[config.mk]
export PLATFORM = sky130hd
export DESIGN_NAME = lsu
export DESIGN_NICKNAME = d
export VERILOG_FILES = /design/src/rtl/lsu_pkg.sv /design/src/rtl/lsu_extend.sv /design/src/rtl/lsu.sv
export SDC_FILE = /design/constraint.sdc
export NUM_CORES = 1
export LEC_CHECK = 0
export ABC_CLOCK_PERIOD_IN_PS = 5330
export BUFFER_PORTS_ARGS = -buffer_cell sky130_fd_sc_hd__clkbuf_2
export CORE_MARGIN = 2
export CORE_UTILIZATION = 40
export CTS_CLUSTER_SIZE = 12
export DETAILED_ROUTE_END_ITERATION = 10
export RECOVER_POWER = 100
export SYNTH_ARGS = -nofsm -noshare
export SYNTH_HDL_FRONTEND = slang
export SYNTH_HIERARCHICAL = 1
export SYNTH_SLANG_ARGS = --single-unit
[constraint.sdc]
create_clock -name i_clk -period 5.33 [get_ports i_clk]
set_clock_uncertainty 0.2 [all_clocks]
set_input_delay 1.599 -clock i_clk [delete_from_list [all_inputs] [get_ports i_clk]]
set_output_delay 1.599 -clock i_clk [all_outputs]
set_load 0.005 [all_outputs]
[src/rtl/lsu_pkg.sv]
// rtl/lsu_pkg.sv - shared formats, FSM state type and size helper for the load/store unit
package lsu_pkg;

    // funct3 access formats
    localparam logic [2:0] FMT_B  = 3'b000;
    localparam logic [2:0] FMT_H  = 3'b001;
    localparam logic [2:0] FMT_W  = 3'b010;
    localparam logic [2:0] FMT_BU = 3'b100;
    localparam logic [2:0] FMT_HU = 3'b101;

    typedef enum logic [1:0] {
        IDLE,
        ACCESS,
        SPLIT,
        RESP
    } state_t;

    // Bytes touched by an access; illegal formats report 4 and are rejected elsewhere.
    function automatic logic [2:0] fmt_nbytes(input logic [2:0] fmt);
        case (fmt)
            FMT_B, FMT_BU: fmt_nbytes = 3'd1;
            FMT_H, FMT_HU: fmt_nbytes = 3'd2;
            default:       fmt_nbytes = 3'd4;
        endcase
    endfunction

endpackage

[src/rtl/lsu_extend.sv]
// rtl/lsu_extend.sv - sign/zero extension of an assembled load value
//
// Ports:
//   fmt  in  3   access format (B/H sign-extend, BU/HU zero-extend, W pass-through)
//   data in  32  assembled little-endian load bytes
//   ext  out 32  extended result
module lsu_extend (
    input  logic [2:0]  fmt,
    input  logic [31:0] data,
    output logic [31:0] ext
);
    import lsu_pkg::*;

    always_comb begin
        ext = data;
        case (fmt)
            FMT_B:   ext = {{24{data[7]}}, data[7:0]};
            FMT_H:   ext = {{16{data[15]}}, data[15:0]};
            FMT_BU:  ext = {24'h0, data[7:0]};
            FMT_HU:  ext = {16'h0, data[15:0]};
            default: ext = data;
        endcase
    end

endmodule

[src/rtl/lsu.sv]
// rtl/lsu.sv - load/store unit, initiator side of the data-memory port
//
// One request at a time over i_req_valid/o_req_ready; one o_rsp_valid pulse per request.
// Aligned accesses take one memory cycle, misaligned ones are split into byte accesses,
// illegal/out-of-range requests are rejected without memory traffic.
//
// Ports:
//   i_clk, i_rst                 clock, synchronous active-high reset
//   i_req_valid/o_req_ready      request handshake; i_req_we, i_req_fmt, i_req_addr, i_req_wdata
//   o_rsp_valid/rdata/err        response pulse, load data, reject flag
//   o_mem_addr/w_data/fmt/r_en/w_en, i_mem_r_data   data-memory port (combinational read)
//
// Build option: LSU_MISALIGN_TRAP_EN - reject misaligned accesses instead of splitting them.
module lsu #(
    parameter int MEM_SIZE = 1024
) (
    input  logic        i_clk,
    input  logic        i_rst,
    input  logic        i_req_valid,
    output logic        o_req_ready,
    input  logic        i_req_we,
    input  logic [2:0]  i_req_fmt,
    input  logic [31:0] i_req_addr,
    input  logic [31:0] i_req_wdata,
    output logic        o_rsp_valid,
    output logic [31:0] o_rsp_rdata,
    output logic        o_rsp_err,
    output logic [31:0] o_mem_addr,
    output logic [31:0] o_mem_w_data,
    output logic [2:0]  o_mem_fmt,
    output logic        o_mem_r_en,
    output logic        o_mem_w_en,
    input  logic [31:0] i_mem_r_data
);
    import lsu_pkg::*;

    state_t      state;
    logic        we_q;
    logic [2:0]  fmt_q;
    logic [31:0] addr_q;
    logic [31:0] wdata_q;
    logic [31:0] rdata_q;
    logic        err_q;

    // Classification of the incoming request
    logic [2:0]  req_nbytes;
    logic [32:0] req_end;
    logic        bad_fmt;
    logic        bad_store;
    logic        out_of_range;
    logic        misaligned;
    logic        illegal;

    always_comb begin
        req_nbytes   = fmt_nbytes(i_req_fmt);
        // 33-bit sum so an address near 2^32 cannot wrap into range
        req_end      = {1'b0, i_req_addr} + {30'h0, req_nbytes};
        bad_fmt      = (i_req_fmt[1:0] == 2'b11) || (i_req_fmt == 3'b110);
        bad_store    = i_req_we && i_req_fmt[2];
        out_of_range = req_end > 33'(MEM_SIZE);
        misaligned   = ((i_req_fmt[1:0] == 2'b01) && i_req_addr[0]) ||
                       ((i_req_fmt[1:0] == 2'b10) && (i_req_addr[1:0] != 2'b00));
`ifdef LSU_MISALIGN_TRAP_EN
        illegal      = bad_fmt || bad_store || out_of_range || misaligned;
`else
        illegal      = bad_fmt || bad_store || out_of_range;
`endif
    end

`ifndef LSU_MISALIGN_TRAP_EN
    logic [1:0]  cnt;
    logic [31:0] asm_q;
    logic [31:0] asm_next;
    logic [31:0] asm_ext;
    logic        split_last;

    // asm_next includes the byte arriving this cycle so the final value can be
    // extended and registered on the last byte's edge without an extra cycle.
    always_comb begin
        asm_next                     = asm_q;
        asm_next[{cnt, 3'b000} +: 8] = i_mem_r_data[7:0];
        split_last                   = ({1'b0, cnt} + 3'd1) == fmt_nbytes(fmt_q);
    end

    lsu_extend u_extend (
        .fmt  (fmt_q),
        .data (asm_next),
        .ext  (asm_ext)
    );
`endif

    // Memory port and response decode from registered state
    always_comb begin
        o_mem_addr   = 32'h0;
        o_mem_w_data = 32'h0;
        o_mem_fmt    = 3'b000;
        o_mem_r_en   = 1'b0;
        o_mem_w_en   = 1'b0;
        case (state)
            ACCESS: begin
                o_mem_addr   = addr_q;
                o_mem_fmt    = fmt_q;
                o_mem_r_en   = !we_q;
                o_mem_w_en   = we_q;
                o_mem_w_data = wdata_q;
            end
`ifndef LSU_MISALIGN_TRAP_EN
            SPLIT: begin
                o_mem_addr   = addr_q + {30'h0, cnt};
                o_mem_fmt    = we_q ? FMT_B : FMT_BU;
                o_mem_r_en   = !we_q;
                o_mem_w_en   = we_q;
                o_mem_w_data = {24'h0, wdata_q[{cnt, 3'b000} +: 8]};
            end
`endif
            default: ;
        endcase
    end

    assign o_req_ready = (state == IDLE);
    assign o_rsp_valid = (state == RESP);
    assign o_rsp_rdata = (state == RESP) ? rdata_q : 32'h0;
    assign o_rsp_err   = (state == RESP) ? err_q : 1'b0;

    always_ff @(posedge i_clk) begin
        if (i_rst) begin
            state   <= IDLE;
            we_q    <= 1'b0;
            fmt_q   <= 3'b000;
            addr_q  <= 32'h0;
            wdata_q <= 32'h0;
            rdata_q <= 32'h0;
            err_q   <= 1'b0;
`ifndef LSU_MISALIGN_TRAP_EN
            cnt     <= 2'd0;
            asm_q   <= 32'h0;
`endif
        end else begin
            case (state)
                IDLE: begin
                    if (i_req_valid) begin
                        we_q    <= i_req_we;
                        fmt_q   <= i_req_fmt;
                        addr_q  <= i_req_addr;
                        wdata_q <= i_req_wdata;
                        rdata_q <= 32'h0;
                        err_q   <= 1'b0;
                        if (illegal) begin
                            err_q <= 1'b1;
                            state <= RESP;
`ifndef LSU_MISALIGN_TRAP_EN
                        end else if (misaligned) begin
                            cnt   <= 2'd0;
                            asm_q <= 32'h0;
                            state <= SPLIT;
`endif
                        end else begin
                            state <= ACCESS;
                        end
                    end
                end
                ACCESS: begin
                    // memory already extended the value per fmt
                    if (!we_q) rdata_q <= i_mem_r_data;
                    state <= RESP;
                end
`ifndef LSU_MISALIGN_TRAP_EN
                SPLIT: begin
                    if (!we_q) asm_q <= asm_next;
                    cnt <= cnt + 2'd1;
                    if (split_last) begin
                        if (!we_q) rdata_q <= asm_ext;
                        state <= RESP;
                    end
                end
`endif
                RESP:    state <= IDLE;
                default: state <= IDLE;
            endcase
        end
    end

endmodule
==> results of run 1 <==
[area by class of cell]
type                    instances  area (µm²)
multi-input cells             897        5176
repair buffers                223        1087
well taps                     275       344.1
clock buffers                  18       429.2
inverters                      77       289.0
clock inverters                13       95.09
flip-flops and latches        137        2743
fillers                      2260       10990
[logic make-up (layout without fill, tap and decap cells)]
| family | after synthesis | count (layout) | synth area share |
|---|---|---|---|
| xor gates and xnor gates | 15 | 15 | 0.01512 |
| adders and majority gates | 18 | 18 | 0.02765 |
| AOI/OAI and AO/OA | 345 | 345 | 0.2460 |
| and+or+nand+nor | 508 | 508 | 0.2840 |
| muxes | 11 | 11 | 0.02462 |
| DFF | 137 | 137 | 0.3157 |
| buffers and inverters | 181 | 331 | 0.08698 |
[layout by cell type (no fill, tap or decap), drive strengths merged, types with 8 or more instances in the layout]
master and n:
a21oi 143, a22o 34, a22oi 11, a31oi 10
and2 43, and3 42, and4 8, buf 15
clkbuf 226, dfxtp 137, ha 16, inv 80
mux4 8, nand2 247, nand3 52, nand3b 15
nand4 9, nor2 47, nor3 16, o21a 32
o21ai 53, o22ai 34, xnor2 8
[report_power, final]
group | internal [mW] | total [mW] | switching [mW]
combinational | 0.525 | 1.70 | 1.18
sequential | 1.17 | 1.29 | 0.121
clock | 0.594 | 1.07 | 0.478
total | 2.28 | 4.06 | 1.78
[per-stage QoR]
stage	power, mW	utilization	cell area [µm²]	hold WS [ns]
floorplan	2.576	-	8688	0.2317
global placement	3.024	0.4613	9759	0.2398
detailed placement	3.040	0.4613	9759	0.2425
CTS	4.114	0.4861	10280	0.2507
global route	4.345	0.4805	10160	0.2686
finish	4.061	0.4805	10160	0.2508
[worst max-delay path, cell delays in order]
cell and delay, ns:
clkbuf_1 0.24, nor2_1 0.08, ha_1 0.21, fa_1 0.44
a21oi_1 0.30, nor4_2 0.16, a211oi_1 0.27, o22ai_1 0.13
or4_4 0.50, or4_1 0.54, a22oi_1 0.30, buf_12 0.24
o22ai_1 0.10
[cell usage after synthesis, types with 3 or more instances]
cell	count	share of area
nand2_1	247	0.11
a21oi_1	143	0.082
dfxtp_1	137	0.32
clkbuf_1	83	0.036
inv_1	76	0.033
o21ai_0	53	0.031
nand3_1	51	0.029
nor2_1	47	0.020
and2_1	43	0.031
and3_1	42	0.030
a22o_1	34	0.034
o22ai_1	34	0.024
o21a_1	32	0.028
ha_1	16	0.023
nor3_1	16	0.0092
nand3b_1	15	0.013
a22oi_1	10	0.0086
a31oi_1	10	0.0072
buf_4	9	0.0078
and4_1	8	0.0081
mux4_2	8	0.021
nand4_1	8	0.0058
xnor2_1	8	0.0081
a311oi_1	7	0.0071
xor2_1	7	0.0071
buf_6	5	0.0065
or3_1	5	0.0036
a211oi_1	4	0.0035
nor3b_1	4	0.0035
buf_1	3	0.0013
buf_2	3	0.0017
nand4b_1	3	0.0030
nor4_1	3	0.0022
or4_1	3	0.0026
[per-layer routing]
metal  global-route usage  vias to the layer above  part of all wire
li1                     -                     4508                 -
met1               0.3375                     4207              0.47
met2               0.3771                      268              0.46
met3              0.05181                       15             0.065
met4              0.04346                        0            0.0061
met5                    0                        -                 0
[flip-flops by register name, indices dropped and copies added (netlist names)]
register	flops
asm_q	32
fmt_q	3
addr_q	32
wdata_q	32
we_q	1
cnt	2
rdata_q	32
state	2
err_q	1
[final timing paths]
| kind | from | end | slack [ns] | depth (start not counted) |
|---|---|---|---|---|
| max reg2reg | state[0]$_SDFFE_PP0P_ | rdata_q[6]$_SDFFE_PP0P_ | 1.46 | 10 |
| max | i_req_fmt[1] | asm_q[6]$_SDFFE_PP0P_ | 0.30 | 13 |
| min | rdata_q[7]$_SDFFE_PP0P_ | rdata_q[7]$_SDFFE_PP0P_ | 0.25 | 2 |
| min reg2reg | rdata_q[7]$_SDFFE_PP0P_ | rdata_q[7]$_SDFFE_PP0P_ | 0.25 | 2 |
==> flow_summary.yaml, run 1 <==
cts:
  clkSinkCount: 137
  cts_setup_buffers: 0
  clockBufferDepth: 2
  numCtsBuffers: 17
  cts_htree_levels: 4
  insertion_delay_ns: 0.42
  cts-resized-gates: 0
  cts-root-buf: "clkbuf_16"
  cts_hold_buf: 0
  clkTransAtPathRegs_ns: 0.06
  cts_tree: "yes"
cells_and_area:
  syn_to_final_growth_pct: 16.98
  antenna_cells: 0
  final_cells: 1640
  finish.net_count: 1474
  drive_above_1_share: 0.1568
grt:
  grt_pass1_vias: 8154
  track_usage: 0.2388
  antenna_found_initial: 0
  grt_max_degree: 93
  overflow: 0
  grt_pass1_wl_mm: 43.18
worst_setup_path:
  cp_data_arrival_time_ns: 5.11
  cp-start-kind: "input port"
  endpoint_kind: "flop"
  cp_max_fo: 32
  critPathRequiredTime_ns: 5.41
  critPathKind: "input port to flop"
synth:
  syn-num-nets: 1336
  synth-edff-count: 0
  yosys_warnings: 6
  yosysSeqAreaShare: 0.3157
  syn_area_mm2: 0.008688
  synth-async-reset-ratio: 0
  synthFlopType: "dfxtp_1"
  yosys_register_bits: 137
  avgSynthCellArea_um2: 7.151
  postSynthCellCount: 1215
  ys_types: 65
placed_design:
  place_inst: 1609
  gp_congestion: 0.8855
  portBuffers: 206
  place_ws_ns: 0.1188
  dpl.hpwl_mm: 19.62
power:
  leakage_nw: 4.105
  peakVddDrop_mv: 0.3699
  p_per_area_mw_per_mm2: 399.6
routing:
  routed_wl_mm: 27.58
  drc: 0
  vias_per_cell: 5.487
  vias: 8998
  ant_nets: 0
  firstDrtPassIters: 6
  drtIter0Drc: 668
  routedWlPerCell_um: 16.81
flow_run:
  cap_violations: 1
hold_path:
  hp-class: "flop to flop"
sta:
  setup_viol: 0
  max_freq_ghz: 0.1988
  relSlewSlack: -0.1609
  slew_viol_final: 29
  rsz0062_at_grt: "no"
  tns_ns: 0
  worst_slack_ns: 0.2995
  final_hold_viol_count: 0
  worst_slew_pin_slew_ns: 1.735
  period_needed_ns: 5.030
  finalCritPeriodShare: 0.9438
floorplan:
  rows: 53
  die_w_um: 151.4
  die_y_um: 151.4
  core_area_mm2: 0.02115
  dieArea_mm2: 0.02292
  floorplan.initialDensity: 0.4107
  boundaryPins: 207
run_status:
  violations: "max-capacitance violations, max-slew violations"
  outcome: "finished, violations left"
Power figures use the tool's default switching activity.
==> inputs of run 2 (changes only) <==
--- a/config.mk
+++ b/config.mk
@@ -11,7 +11,10 @@
 export CORE_UTILIZATION = 40
 export CTS_CLUSTER_SIZE = 12
 export DETAILED_ROUTE_END_ITERATION = 10
+export GPL_TIMING_DRIVEN = 0
 export RECOVER_POWER = 100
+export REMOVE_ABC_BUFFERS = 1
+export SETUP_SLACK_MARGIN = 0.02
 export SYNTH_ARGS = -nofsm -noshare
 export SYNTH_HDL_FRONTEND = slang
 export SYNTH_HIERARCHICAL = 1
==> flow_summary.yaml, run 2 (same netlist as run 1, synthesis figures left out) <==
run_status:
  outcome: "finished, violations left"
  violations: "max-capacitance violations, max-slew violations"
worst_setup_path:
  crit_start: "i_req_fmt[1]"
  cp_max_fo: 16
  r2r-start: "state[0]$_SDFFE_PP0P_"
  critPathRequiredTime_ns: 5.47
  cp_data_arrival_time_ns: 5.27
  critPathKind: "input port to flop"
  endpoint_kind: "flop"
  cp-start-kind: "input port"
sta:
  finalCritPeriodShare: 0.9621
  relSlewSlack: -0.5589
  worst_slew_pin_slew_ns: 2.330
  rsz0062_at_grt: "no"
  tns_ns: 0
  slew_viol_final: 36
  max_freq_ghz: 0.1950
  setup_viol: 0
  hold_ws_ns: 0.2504
  final_hold_viol_count: 0
  period_needed_ns: 5.128
cts:
  clkTransAtPathRegs_ns: 0.07
  cts_htree_levels: 4
  insertion_delay_ns: 0.43
  clkSinkCount: 137
  numCtsBuffers: 17
  cts_tree: "yes"
  clockBufferDepth: 2
  cts-root-buf: "clkbuf_16"
  cts_hold_buf: 0
floorplan:
  die_w_um: 151.4
  dieArea_mm2: 0.02292
  boundaryPins: 207
  rows: 53
  floorplan.initialDensity: 0.4107
  die_y_um: 151.4
  core_area_mm2: 0.02115
cells_and_area:
  mostFrequentLayoutCells: "nand2_1, clkbuf_2, a21oi_1, dfxtp_1, inv_1"
  syn_to_final_growth_pct: 19.89
  finish.net_count: 1476
  final_cells: 1643
  drive_above_1_share: 0.1725
  final_common_cell: "nand2_1"
  antenna_cells: 0
  post-route-util: 0.4924
routing:
  drtIter0Drc: 585
  firstDrtPassIters: 5
  drt-met1-wl_mm: 12.45
  wl_met3_mm: 1.644
  vias: 9143
  vias_per_cell: 5.565
  wl_met2_mm: 13.23
  routed_wl_mm: 27.74
  ant_nets: 0
  routedWlPerCell_um: 16.88
  drc: 0
  top_layer_used: "met4"
power:
  power_mw: 4.381
  p_per_area_mw_per_mm2: 420.6
  leakage_nw: 4.226
  peakVddDrop_mv: 0.2614
placed_design:
  gp_congestion: 0.8724
  place_inst: 1600
  portBuffers: 206
  dpl.hpwl_mm: 18.41
hold_path:
  hp-class: "flop to flop"
  worstHoldStart: "rdata_q[3]$_SDFFE_PP0P_"
grt:
  antenna_found_initial: 0
  grt_pass1_wl_mm: 43.65
  grt_pass1_vias: 8410
  overflow: 0
  grt_max_degree: 80
  track_usage: 0.2398
flow_run:
  cap_violations: 1
==> run 2: cell count changes in the layout (fill, tap and decap cells not counted), sizes merged <==
cell	before	now
buf	15	13
clkinv	4	6
bufinv	0	2
clkbuf	226	227
nand3b	15	16
clkinvlp	6	4
a22oi	11	12
==> run 2: path summary, 6_finish.rpt <==
| kind | end | slack [ns] | cells past startpoint |
|---|---|---|---|
| setup / recovery | asm_q[2]$_SDFFE_PP0P_ | 0.20 | 13 |
| hold / removal | rdata_q[3]$_SDFFE_PP0P_ | 0.25 | 2 |
| setup reg to reg | err_q$_SDFFE_PP0P_ | 1.11 | 7 |
| hold reg to reg | rdata_q[3]$_SDFFE_PP0P_ | 0.25 | 2 |
==> run 2: final cells by class <==
| type | count | area (µm²) |
|---|---|---|
| well taps | 275 | 344.1 |
| fillers | 2235 | 10740 |
| flip-flops and latches | 137 | 2748 |
| inverters | 77 | 296.5 |
| repair buffers | 222 | 1177 |
| clock inverters | 14 | 163.9 |
| repair inverters | 1 | 7.507 |
| multi-input cells | 899 | 5250 |
| clock buffers | 18 | 429.2 |
==> run 2: power breakdown <==
part / leakage [nW] / switching [mW] / internal, mW
Clock: 0.289 / 0.509 / 0.700
Combinational: 2.82 / 1.25 / 0.627
Sequential: 1.12 / 0.131 / 1.17
==> run 2: routing by layer <==
metal	track usage	vias to the layer above
met3	0.04337	31
met5	0	-
met2	0.4043	273
li1	-	4522
met4	0.05888	0
met1	0.3174	4317
==> run 2: repair_timing <==
action | CTS | global route
endpoints found under the setup margin | 47 | 40
gates cloned | 3 | 0
resized for setup | 4 | 4
endpoints found under the hold margin | 0 | 0
pin swaps | 2 | 2
buffers inserted | 1 | 6
==> run 2: critical path: stages <==
cell	delay [ns]
clkbuf_2	0.18
nor2_1	0.06
ha_1	0.21
fa_1	0.44
a21oi_1	0.47
nor4_4	0.13
a211oi_1	0.26
o22ai_1	0.12
or4_4	0.53
o41ai_2	0.57
nand3b_1	0.14
clkbuf_2	0.32
o22ai_1	0.24
==> run 2: metrics by stage <==
step	setup slack [ns]	instance area [µm²]
after floorplan	0.1582	8222
after global placement	-1.762	9597
after detailed placement	-0.8258	9799
after CTS	0.01979	10430
after global routing	0.03993	10420
final	0.2018	10420
==> inputs of run 3 (changes only) <==
--- a/config.mk
+++ b/config.mk
@@ -9,6 +9,7 @@
 export BUFFER_PORTS_ARGS = -buffer_cell sky130_fd_sc_hd__clkbuf_2
 export CORE_MARGIN = 2
 export CORE_UTILIZATION = 40
+export CTS_BUF_LIST = sky130_fd_sc_hd__clkbuf_2
 export CTS_CLUSTER_SIZE = 12
 export DETAILED_ROUTE_END_ITERATION = 10
 export GPL_TIMING_DRIVEN = 0
==> flow_summary.yaml, run 3 (same netlist as run 1, synthesis figures left out) <==
floorplan:
  die_w_um: 151.4
  core_area_mm2: 0.02115
  rows: 53
  die_y_um: 151.4
  floorplan.initialDensity: 0.4107
  dieArea_mm2: 0.02292
  boundaryPins: 207
sta:
  worst_slack_ns: 0.2062
  slew_viol_final: 73
  worst_slew_pin_slew_ns: 2.327
  period_needed_ns: 5.124
  rsz0062_at_grt: "yes"
  hold_ws_ns: 0.2661
  finalCritPeriodShare: 0.9613
  setup_viol: 0
  max_freq_ghz: 0.1952
  final_hold_viol_count: 0
  relSlewSlack: -0.5569
hold_path:
  worstHoldStart: "rdata_q[6]$_SDFFE_PP0P_"
  holdPathStages: 2
  hp-class: "flop to flop"
  hold-path-endpoint: "rdata_q[6]$_SDFFE_PP0P_"
routing:
  drc: 0
  ant_nets: 0
  vias: 9082
  drtIter0Drc: 473
  routedWlPerCell_um: 16.49
  vias_per_cell: 5.524
  routed_wl_mm: 27.11
  firstDrtPassIters: 5
cts:
  numCtsBuffers: 17
  clockBufferDepth: 2
  clkSinkCount: 137
  cts_tree: "yes"
  cts_htree_levels: 4
  cts-root-buf: "clkbuf_2"
  cts_hold_buf: 0
  clkTransAtPathRegs_ns: 0.22
  insertion_delay_ns: 0.70
worst_setup_path:
  critPathRequiredTime_ns: 5.71
  endpoint_kind: "flop"
  regToRegSetupSlack_ns: 0.41
  rr_worst_depth: 11
  cp_max_fo: 32
  regToRegEndpoint: "rdata_q[28]$_SDFFE_PP0P_"
  cp_data_arrival_time_ns: 5.51
  critPathKind: "input port to flop"
  r2r-start: "cnt[0]$_SDFFE_PP0P_"
  cp-start-kind: "input port"
flow_run:
  cap_violations: 2
cells_and_area:
  final_cells: 1644
  syn_to_final_growth_pct: 16.10
  fillerInstances: 2279
  finish.net_count: 1476
  drive_above_1_share: 0.1769
  final_common_cell: "nand2_1"
  mostFrequentLayoutCells: "nand2_1, clkbuf_2, a21oi_1, dfxtp_1, inv_1"
  regArea_mm2: 0.002746
  multi_input_area_mm2: 0.005258
placed_design:
  dpl.hpwl_mm: 18.41
  place_ws_ns: -0.8258
  portBuffers: 206
  place_inst: 1600
  gp_congestion: 0.8724
grt:
  overflow: 0
  track_usage: 0.2345
  grt_max_degree: 61
  grt_pass1_vias: 8303
  grt_pass1_wl_mm: 42.92
  antenna_found_initial: 1
power:
  switching_share: 0.4711
  p_int_mw: 2.030
  peakVddDrop_mv: 0.2405
  clkPwrFrac: 0.174
  p_per_area_mw_per_mm2: 380.4
  pwr-share-comb: 0.490
  switching_power_mw: 1.808
  leakage_nw: 4.114
  seqPwrFrac: 0.337
run_status:
  violations: "max-capacitance violations, max-slew violations"
  outcome: "finished, violations left"
## run 3: what timing repair did
| action | in CTS | in global routing |
|---|---|---|
| setup endpoints to repair | 50 | 10 |
| buffers inserted | 2 | 6 |
| cloned | 2 | 0 |
| gates resized for setup | 9 | 7 |
| pin swaps | 1 | 2 |
## run 3: power groups by stage
stage | Sequential [mW] | Combinational, mW | Clock [mW]
2_1_floorplan | 1.28 | 1.11 | 0
3_3_place_gp | 1.33 | 1.69 | 0
3_5_place_dp | 1.33 | 1.82 | 0
4_1_cts | 1.29 | 1.88 | 0.690
5_1_grt | 1.32 | 2.07 | 0.736
6_report | 1.29 | 1.88 | 0.666
## run 3: how the worst max path moves through the flow
stage,start,endpoint,cells past startpoint
5_1_grt,addr_q[10]$_SDFFE_PP0P_,o_mem_addr[29],9
3_5_place_dp,i_req_fmt[1],asm_q[29]$_SDFFE_PP0P_,12
2_1_floorplan,state[0]$_SDFFE_PP0P_,o_mem_addr[11],5
3_3_place_gp,state[0]$_SDFFE_PP0P_,o_mem_addr[3],6
6_report,i_req_fmt[1],asm_q[2]$_SDFFE_PP0P_,12
4_1_cts,cnt[1]$_SDFFE_PP0P_,o_mem_addr[29],10
## run 3: worst max-delay path, cell delays in order
cell and delay [ns]:
clkbuf_2 0.18, nor2_1 0.06, ha_1 0.21, fa_1 0.44, a21oi_1 0.46, nor4_4 0.13, a211oi_1 0.26, o22ai_1 0.12
or4_4 0.53, or4_1 0.57, a22oi_4 0.75, o22ai_1 0.18
## run 3: routing by layer
| metal | wire length [µm] | global-route usage | part of all wire | up-vias |
|---|---|---|---|---|
| met3 | 1421 | 0.04217 | 0.052 | 27 |
| li1 | - | - | - | 4515 |
| met1 | 12310 | 0.3154 | 0.45 | 4300 |
| met5 | 0 | 0 | 0 | - |
| met4 | 357 | 0.05187 | 0.013 | 0 |
| met2 | 13020 | 0.3921 | 0.48 | 240 |
## run 3: metrics by stage
stage	setup TNS (ns)	area [µm²]	power, mW	utilization
6_report	0	10090	3.838	0.4768
5_1_grt	-0.00008460	10090	4.119	0.4768
4_1_cts	0	10120	3.859	0.4783
3_5_place_dp	-25.40	9799	3.148	0.4632
3_3_place_gp	-163.19	9597	3.014	0.4537
2_1_floorplan	0	8222	2.390	-
## run 3: area by class of cell
cell class              instances  share of cell area
clock buffers                  18            0.008931
repair inverters                1           0.0007442
well taps                     275             0.03411
multi-input cells             898              0.5212
inverters                      77             0.02878
flip-flops and latches        137              0.2723
diodes                          1           0.0002481
clock inverters                14             0.01625
repair buffers                223              0.1175
